**config.mk**
```make
export PLATFORM = sky130hd
export DESIGN_NAME = screen_fade_sequencer
export DESIGN_NICKNAME = d
export VERILOG_FILES = /design/src/rtl/screen_pkg.sv /design/src/rtl/rgb_scaler.sv /design/src/rtl/screen_fade_sequencer.sv
export SDC_FILE = /design/constraint.sdc
export NUM_CORES = 1
export LEC_CHECK = 0
export BUFFER_PORTS_ARGS = -buffer_cell sky130_fd_sc_hd__buf_2
export CAP_MARGIN = 20
export CORE_MARGIN = 2
export CORE_UTILIZATION = 45
export DETAILED_ROUTE_END_ITERATION = 10
export PLACE_DENSITY = 0.83
export SLEW_MARGIN = 0
export SYNTH_ARGS = -nofsm -noshare
export SYNTH_HDL_FRONTEND = slang
export SYNTH_SLANG_ARGS = --single-unit
```
**constraint.sdc**
```tcl
create_clock -name vga_clk -period 2.7 [get_ports vga_clk]
set_clock_uncertainty 0.05 [all_clocks]
set_input_delay 0 -clock vga_clk [delete_from_list [all_inputs] [get_ports vga_clk]]
set_output_delay 0 -clock vga_clk [all_outputs]
set_load 0.02 [all_outputs]
```
**src/rtl/screen_pkg.sv**
```systemverilog
// Shared types and helpers for the screen fade sequencer.
package screen_pkg;

  typedef enum logic [1:0] {
    Start = 2'd0,
    Game  = 2'd1,
    Over  = 2'd2
  } screen_t;

  typedef enum logic [1:0] {
    StShow    = 2'd0,
    StFadeOut = 2'd1,
    StFadeIn  = 2'd2
  } fade_state_t;

  localparam logic [4:0] LEVEL_MAX = 5'd16;

  typedef struct packed {
    logic [3:0] r;
    logic [3:0] g;
    logic [3:0] b;
  } rgb12_t;

  // (c * level) >> 4 with a 9-bit product; level 16 is identity.
  function automatic logic [3:0] scale_chan(input logic [3:0] c, input logic [4:0] level);
    logic [8:0] prod;
    prod = 9'(c) * 9'(level);
    return 4'(prod >> 4);
  endfunction

endpackage

```
**src/rtl/rgb_scaler.sv**
```systemverilog
// Combinational brightness scaler for one 12-bit {r,g,b} colour.
module rgb_scaler
  import screen_pkg::*;
(
  input  logic [11:0] i_rgb,
  input  logic [4:0]  i_level,
  output logic [11:0] o_rgb
);

  rgb12_t w_in;
  rgb12_t w_out;

  assign w_in    = rgb12_t'(i_rgb);
  assign w_out.r = scale_chan(w_in.r, i_level);
  assign w_out.g = scale_chan(w_in.g, i_level);
  assign w_out.b = scale_chan(w_in.b, i_level);
  assign o_rgb   = w_out;

endmodule

```
**src/rtl/screen_fade_sequencer.sv**
```systemverilog
// Background screen selector with frame-synchronous fade transitions.
// Define SCREEN_FADE_EN for the fade scaler; otherwise screens cut on the next frame_start.
module screen_fade_sequencer
  import screen_pkg::*;
#(
  parameter int unsigned STEP_FRAMES = 2
) (
  input  logic        vga_clk,
  input  logic        reset_n,
  input  logic        frame_start,
  input  logic        start_btn,
  input  logic        game_over,
  input  logic        blank,
  input  logic [11:0] start_rgb,
  input  logic [11:0] game_rgb,
  input  logic [11:0] over_rgb,
  output logic [3:0]  red,
  output logic [3:0]  green,
  output logic [3:0]  blue,
  output logic [1:0]  screen,
  output logic        busy,
  output logic        game_run
);

  // A zero step count is meaningless; such a build never leaves SHOW.
  localparam bit StepOk = (STEP_FRAMES >= 1);

  fade_state_t r_state, w_state_nxt;
  screen_t     r_screen, w_screen_nxt;
  screen_t     r_target, w_target_nxt;
  rgb12_t      r_pix;
  logic        r_busy;
  logic        r_game_run;

  logic        w_accept;
  screen_t     w_req_target;
  logic [11:0] w_sel;
  logic [11:0] w_scaled;

  always_comb begin
    w_accept     = 1'b0;
    w_req_target = r_target;
    if (StepOk && r_state == StShow) begin
      unique case (r_screen)
        Start: if (start_btn) begin w_accept = 1'b1; w_req_target = Game;  end
        Game:  if (game_over) begin w_accept = 1'b1; w_req_target = Over;  end
        Over:  if (start_btn) begin w_accept = 1'b1; w_req_target = Start; end
        default: ;
      endcase
    end
  end

  always_comb begin
    unique case (r_screen)
      Game:    w_sel = game_rgb;
      Over:    w_sel = over_rgb;
      default: w_sel = start_rgb;
    endcase
  end

`ifdef SCREEN_FADE_EN
  localparam int unsigned StepW = (STEP_FRAMES > 1) ? $clog2(STEP_FRAMES) : 1;

  logic [4:0]       r_level, w_level_nxt;
  logic [StepW-1:0] r_step, w_step_nxt;
  logic             w_step_last;

  assign w_step_last = (r_step == StepW'(STEP_FRAMES - 1));

  always_comb begin
    w_state_nxt  = r_state;
    w_screen_nxt = r_screen;
    w_target_nxt = r_target;
    w_level_nxt  = r_level;
    w_step_nxt   = r_step;
    unique case (r_state)
      StShow: begin
        if (w_accept) begin
          w_state_nxt  = StFadeOut;
          w_target_nxt = w_req_target;
          w_step_nxt   = '0;
        end
      end
      StFadeOut: begin
        if (frame_start) begin
          if (w_step_last) begin
            w_step_nxt  = '0;
            w_level_nxt = r_level - 5'd1;
            // Swap screens while black, on a frame boundary.
            if (r_level == 5'd1) begin
              w_screen_nxt = r_target;
              w_state_nxt  = StFadeIn;
            end
          end else begin
            w_step_nxt = r_step + 1'b1;
          end
        end
      end
      StFadeIn: begin
        if (frame_start) begin
          if (w_step_last) begin
            w_step_nxt  = '0;
            w_level_nxt = r_level + 5'd1;
            if (r_level == LEVEL_MAX - 5'd1) w_state_nxt = StShow;
          end else begin
            w_step_nxt = r_step + 1'b1;
          end
        end
      end
      default: w_state_nxt = StShow;
    endcase
  end

  always_ff @(posedge vga_clk or negedge reset_n) begin
    if (!reset_n) begin
      r_level <= LEVEL_MAX;
      r_step  <= '0;
    end else begin
      r_level <= w_level_nxt;
      r_step  <= w_step_nxt;
    end
  end

  rgb_scaler u_rgb_scaler (
    .i_rgb   (w_sel),
    .i_level (r_level),
    .o_rgb   (w_scaled)
  );
`else
  // StFadeOut doubles as the wait-for-frame_start state.
  always_comb begin
    w_state_nxt  = r_state;
    w_screen_nxt = r_screen;
    w_target_nxt = r_target;
    unique case (r_state)
      StShow: begin
        if (w_accept) begin
          w_state_nxt  = StFadeOut;
          w_target_nxt = w_req_target;
        end
      end
      StFadeOut: begin
        if (frame_start) begin
          w_screen_nxt = r_target;
          w_state_nxt  = StShow;
        end
      end
      default: w_state_nxt = StShow;
    endcase
  end

  assign w_scaled = w_sel;
`endif

  always_ff @(posedge vga_clk or negedge reset_n) begin
    if (!reset_n) begin
      r_state    <= StShow;
      r_screen   <= Start;
      r_target   <= Start;
      r_pix      <= '0;
      r_busy     <= 1'b0;
      r_game_run <= 1'b0;
    end else begin
      r_state    <= w_state_nxt;
      r_screen   <= w_screen_nxt;
      r_target   <= w_target_nxt;
      r_pix      <= blank ? rgb12_t'(w_scaled) : '0;
      r_busy     <= (r_state != StShow);
      r_game_run <= (r_state == StShow) && (r_screen == Game);
    end
  end

  assign red      = r_pix.r;
  assign green    = r_pix.g;
  assign blue     = r_pix.b;
  assign screen   = r_screen;
  assign busy     = r_busy;
  assign game_run = r_game_run;

endmodule

```
### After elaboration in Yosys (flattened, before gate mapping)

Cells that the tools add are included.

* logic and storage cells: 38
* bits in registers: 20

* equal/unequal tests: 8
* mux-type cells: 13
* reduce and logical (&&, ||, !) cells: 9

Operators by type and width (number)
* case mux 12 bit (2 select lines): 1
* two-way mux 12 bit: 1
* two-way mux 2 bit: 5
* inequality test 2 bit, second input constant: 5
* case mux 2 bit (3 select lines): 1
* AND reduction 6 bit: 1
* equality test 2 x 1 -> 1 bit, second input constant: 2
* logical NOT 2 bit: 2
* case mux 2 bit (2 select lines): 1
* AND reduction 2 bit: 2
* two-way mux 1 bit: 3
* nonzero test 3 bit: 1
* equality test 2 bit, second input constant: 1
* case mux 1 bit (2 select lines): 1
* nonzero test 2 bit: 1
* OR reduction 2 bit: 1
* logical AND 1 bit: 1

### Longest topological paths before layout

* depth after elaboration: 6
* mapped depth: 6

### Worst setup path after synthesis

Ideal clock, no wire load.

* path type: register -> register
* start point: register r_screen[0] (netlist: screen[0])
* end point: register r_target[1]
* setup time: 125 ps
* path buffers: 0
* path slack: 819 ps
* required time: 2525 ps
* stages on the path, launching flop included: 6
* data arrival time: 1706 ps
* cells stage by stage: dfrtp_1 > inv_1 > ha_1 > nand4bb_1 > a221o_1 > mux2_4

* longest elaborated chain between the ends: 5
* elaborated cells between the ends (all ways): 12
* classes of those cells: eq/ne: 5; mux: 3; reduce/logical: 4

Ends and longest elaborated chain
* from (decl): line screen_fade_sequencer.sv:29 `screen_t r_screen, w_screen_nxt;`
* from (signal assigned): line screen_fade_sequencer.sv:158 `r_screen <= Start;`
* from (signal assigned): line screen_fade_sequencer.sv:165 `r_screen <= w_screen_nxt;`
* equality test 2 bit or logical NOT 2 bit (tied branches): line screen_fade_sequencer.sv:44 `unique case (r_screen)`
* OR reduction 2 bit (no line)
* case mux 1 bit (2 select lines): line screen_fade_sequencer.sv:44
* two-way mux 1 bit: line screen_fade_sequencer.sv:43 `if (StepOk && r_state == StShow) begin`
* AND reduction 6 bit (no line)
* to (signal assigned): line screen_fade_sequencer.sv:159 `r_target <= Start;`
* to (signal assigned): line screen_fade_sequencer.sv:166 `r_target <= w_target_nxt;`
* to (decl): line screen_fade_sequencer.sv:30 `screen_t r_target, w_target_nxt;`

Parallel ways exist; a longest one is shown, timed or not.
A chain may end at the register's enable or synchronous reset.

### Worst setup path after layout

* start point: register r_screen[0] (netlist: screen[0])
* end point: register r_pix (netlist bit green[2])

* longest elaborated chain between the ends: 3
* elaborated cells between the ends (all ways): 4
* classes of those cells: eq/ne: 2; mux: 2

Ends and longest elaborated chain
* equality test 2 bit or equality test 2 x 1 -> 1 bit (tied branches): line screen_fade_sequencer.sv:54 `unique case (r_screen)`
* case mux 12 bit (2 select lines) (*): line screen_fade_sequencer.sv:54
* two-way mux 12 bit (*): line screen_fade_sequencer.sv:167 `r_pix <= blank ? rgb12_t'(w_scaled) : '0;`
* to (signal assigned): line screen_fade_sequencer.sv:167
* to (decl): line screen_fade_sequencer.sv:31 `rgb12_t r_pix;`

Every way passes the cells marked *; elsewhere a longest branch is shown, timed or not.

==> results.ini <==
[outcome]
outcome = finished with violations
violations = hold timing

[min_path]
min_path_type = input pin to register
min_from = blank
min_to = green[1]$_DFF_PN0_
whs_path_depth = 2

[clock_tree]
cts_made_buffers = 3
cts_tree = built
post_cts_resized = 0
cts-htree-levels = 1
cts_setup_buffers = 0
cts_root_buffer = clkbuf_4
path_clk_slew_ps = 110
cts_max_path_buffers = 2
clock_sinks = 19
clock_latency_ps = 280

[setup_path]
critical_path.max_stage_delay_ps = 750
crit_path_end_kind = register
path_cells = inv_1 -> ha_1 -> nand2_1 -> o211a_1 -> dlygate4sd3_1
r2r-start = screen[0]$_DFFE_PN0P_
slowest_stage = ha_1
r2r_slack_ps = 350
worstSetupPathType = register to register
worstPathMaxFanout = 25
arrival_ps = 2490
reg2reg_to = green[2]$_DFF_PN0_
r2r_cells = 5
worstSetupStartpointType = register
required_ps = 2840

[placement]
io_buffers = 57
place_congestion = 0.854
dp_slack_ps = 620
hpwl_mm = 1.86

[global_routing]
grt_pass1_vias = 895
grt_max_degree = 26
grt_pass1_wl_mm = 4.08
grt_usage = 0.220
antenna_found_initial = 0
grt_remaining_overflow = 0

[cells_and_area]
area_delta_synth_final_pct = 53.9
layout-drive-gt1-share = 0.388
fill_cells = 143
diodes = 0
nets = 209

[sta]
min_period_ps = 2350
drv_slew = 0
fin_crit_sh = 0.871
rsz0062_at_grt = no
hold_viol = 3
hold_slack_ps = -8.22
tightest_slew_ps = 696
fin_ws_ps = 349
tns_ps = 0
finalSetupViolCount = 0
clock.fmax_mhz = 425
max_slew_margin = 0.536

[pwr]
cellPowerDensity_nw_per_um2 = 1060
p_leak_nw = 0.879
peakVddDrop_uv = 765

[floorplan]
ios = 58
core_area_um2 = 1980
die_y_um = 50
die_w_um = 50
start_util = 0.480
rows = 16
die_area_um2 = 2500

[flow_run]
drv_cap = 0

[route]
drt_iter0_drc = 19
vias_per_cell = 5.05
finalWirelength_mm = 2.64
wl_per_cell_um = 14.1
ant_nets = 0
via_count = 944
dr.pass1.iters = 4
drc = 0

[logic_synthesis]
synth_area_um2 = 952
synth_warnings = 0
synthTopCellsByArea = dfrtp_1, o211a_1, a22oi_1, ha_1, nand2_1
syn_area_per_cell_um2 = 11.1
seq_area_frac_synth = 0.499
syn-instance-count = 86
synth-edff-count = 0
yosysMostFrequentCell = dfrtp_1
ys_types = 16
synth_top_area_frac = 0.499
yosys.area.top_type = dfrtp_1
async_flop_share = 1.00
synth_seq_cells = 19
ys.flop_type = dfrtp_1
syn-num-nets = 134
synthTopCellsByCount = dfrtp_1, nand2_1, a22oi_1, o211a_1

-- worst max-delay path by stage --
| stage | startpoint | to | slack [ps] |
|---|---|---|---|
| global placement | screen[1]$_DFFE_PN0P_ | r_target[1]$_DFFE_PN0P_ | 760 |
| finish | screen[0]$_DFFE_PN0P_ | green[2]$_DFF_PN0_ | 350 |
| detailed placement | screen[1]$_DFFE_PN0P_ | r_target[1]$_DFFE_PN0P_ | 620 |
| CTS | screen[1]$_DFFE_PN0P_ | green[2]$_DFF_PN0_ | 410 |
| global route | screen[0]$_DFFE_PN0P_ | green[2]$_DFF_PN0_ | 180 |
| floorplan | screen[0]$_DFFE_PN0P_ | r_target[1]$_DFFE_PN0P_ | 820 |
-- layout by cell type (no fill, tap or decap), types with 3 or more instances in the layout --
cell | Yosys | routed
o21ai_0 | 3 | 3
clkbuf_4 | 0 | 3
inv_1 | 5 | 5
o211a_1 | 12 | 12
a22oi_1 | 12 | 12
buf_2 | 0 | 57
dlygate4sd3_1 | 0 | 19
nand2_1 | 15 | 15
ha_1 | 6 | 6
dfrtp_1 | 19 | 19
-- flip-flops by register name, summed over array words and instances, names as in the netlist --
name,flops
blue,4
busy,1
game_run,1
green,4
r_state,1
r_target,2
red,4
screen,2
-- repair_timing --
action | CTS | global route
setup endpoints to repair | 0 | 0
hold buffers | 19 | 0
hold endpoints to repair | 32 | 0
-- layout make-up --
type | count | area, µm² | share of cell area
Clock buffer | 4 | 26.3 | 0.0179
Inverter | 5 | 18.8 | 0.0128
Multi-Input combinational cell | 56 | 435 | 0.297
Sequential cell | 19 | 475 | 0.325
Tap cell | 27 | 33.8 | 0.0231
Timing Repair Buffer | 76 | 475 | 0.325
-- cell families (layout without fill, tap and decap cells) --
family,count (synthesis),count (layout),share of synthesized area
compound gates,29,29,0.256
fa+ha+maj,6,6,0.0788
buf+inv,11,85,0.0434
flops,19,19,0.499
mux,3,3,0.0381
simple gates,18,18,0.0841
-- power by group --
group | switching (mW) | internal (mW) | leakage, nW
clock | 0.0860 | 0.0574 | 0.0150
sequential | 0.0693 | 0.423 | 0.242
combinational | 0.530 | 0.394 | 0.623
total | 0.686 | 0.875 | 0.879
-- through the flow --
stage / cells / total power [mW] / cell area [µm²] / utilization / hold WS, ps
floorplan: 86 / 1.10 / 952 / - / -346
global placement: 164 / 1.31 / 1250 / 0.630 / -92.5
finish: 187 / 1.56 / 1470 / 0.739 / -8.22
CTS: 187 / 1.55 / 1470 / 0.739 / 1.14
detailed placement: 164 / 1.35 / 1250 / 0.630 / -94.6
global route: 187 / 1.67 / 1470 / 0.739 / 6.00
-- worst max-delay path, delay by kind of cell (launching register included) --
family | cells | cell delay, ps
and+or+nand+nor | 1 | 170
buffers and inverters | 2 | 650
AOI/OAI and AO/OA | 1 | 180
adders and majority gates | 1 | 750
DFF | 1 | 460
-- layer usage --
metal | routed length (µm) | share of wire | global-route usage | vias up
li1 | - | - | - | 459
met1 | 1020 | 0.39 | 0.260 | 436
met2 | 1410 | 0.53 | 0.395 | 39
met3 | 126 | 0.048 | 0.0242 | 10
met4 | 85 | 0.032 | 0.0972 | 0
met5 | 0 | 0 | 0 | -
No activity file was read; power rests on OpenSTA's default activity.
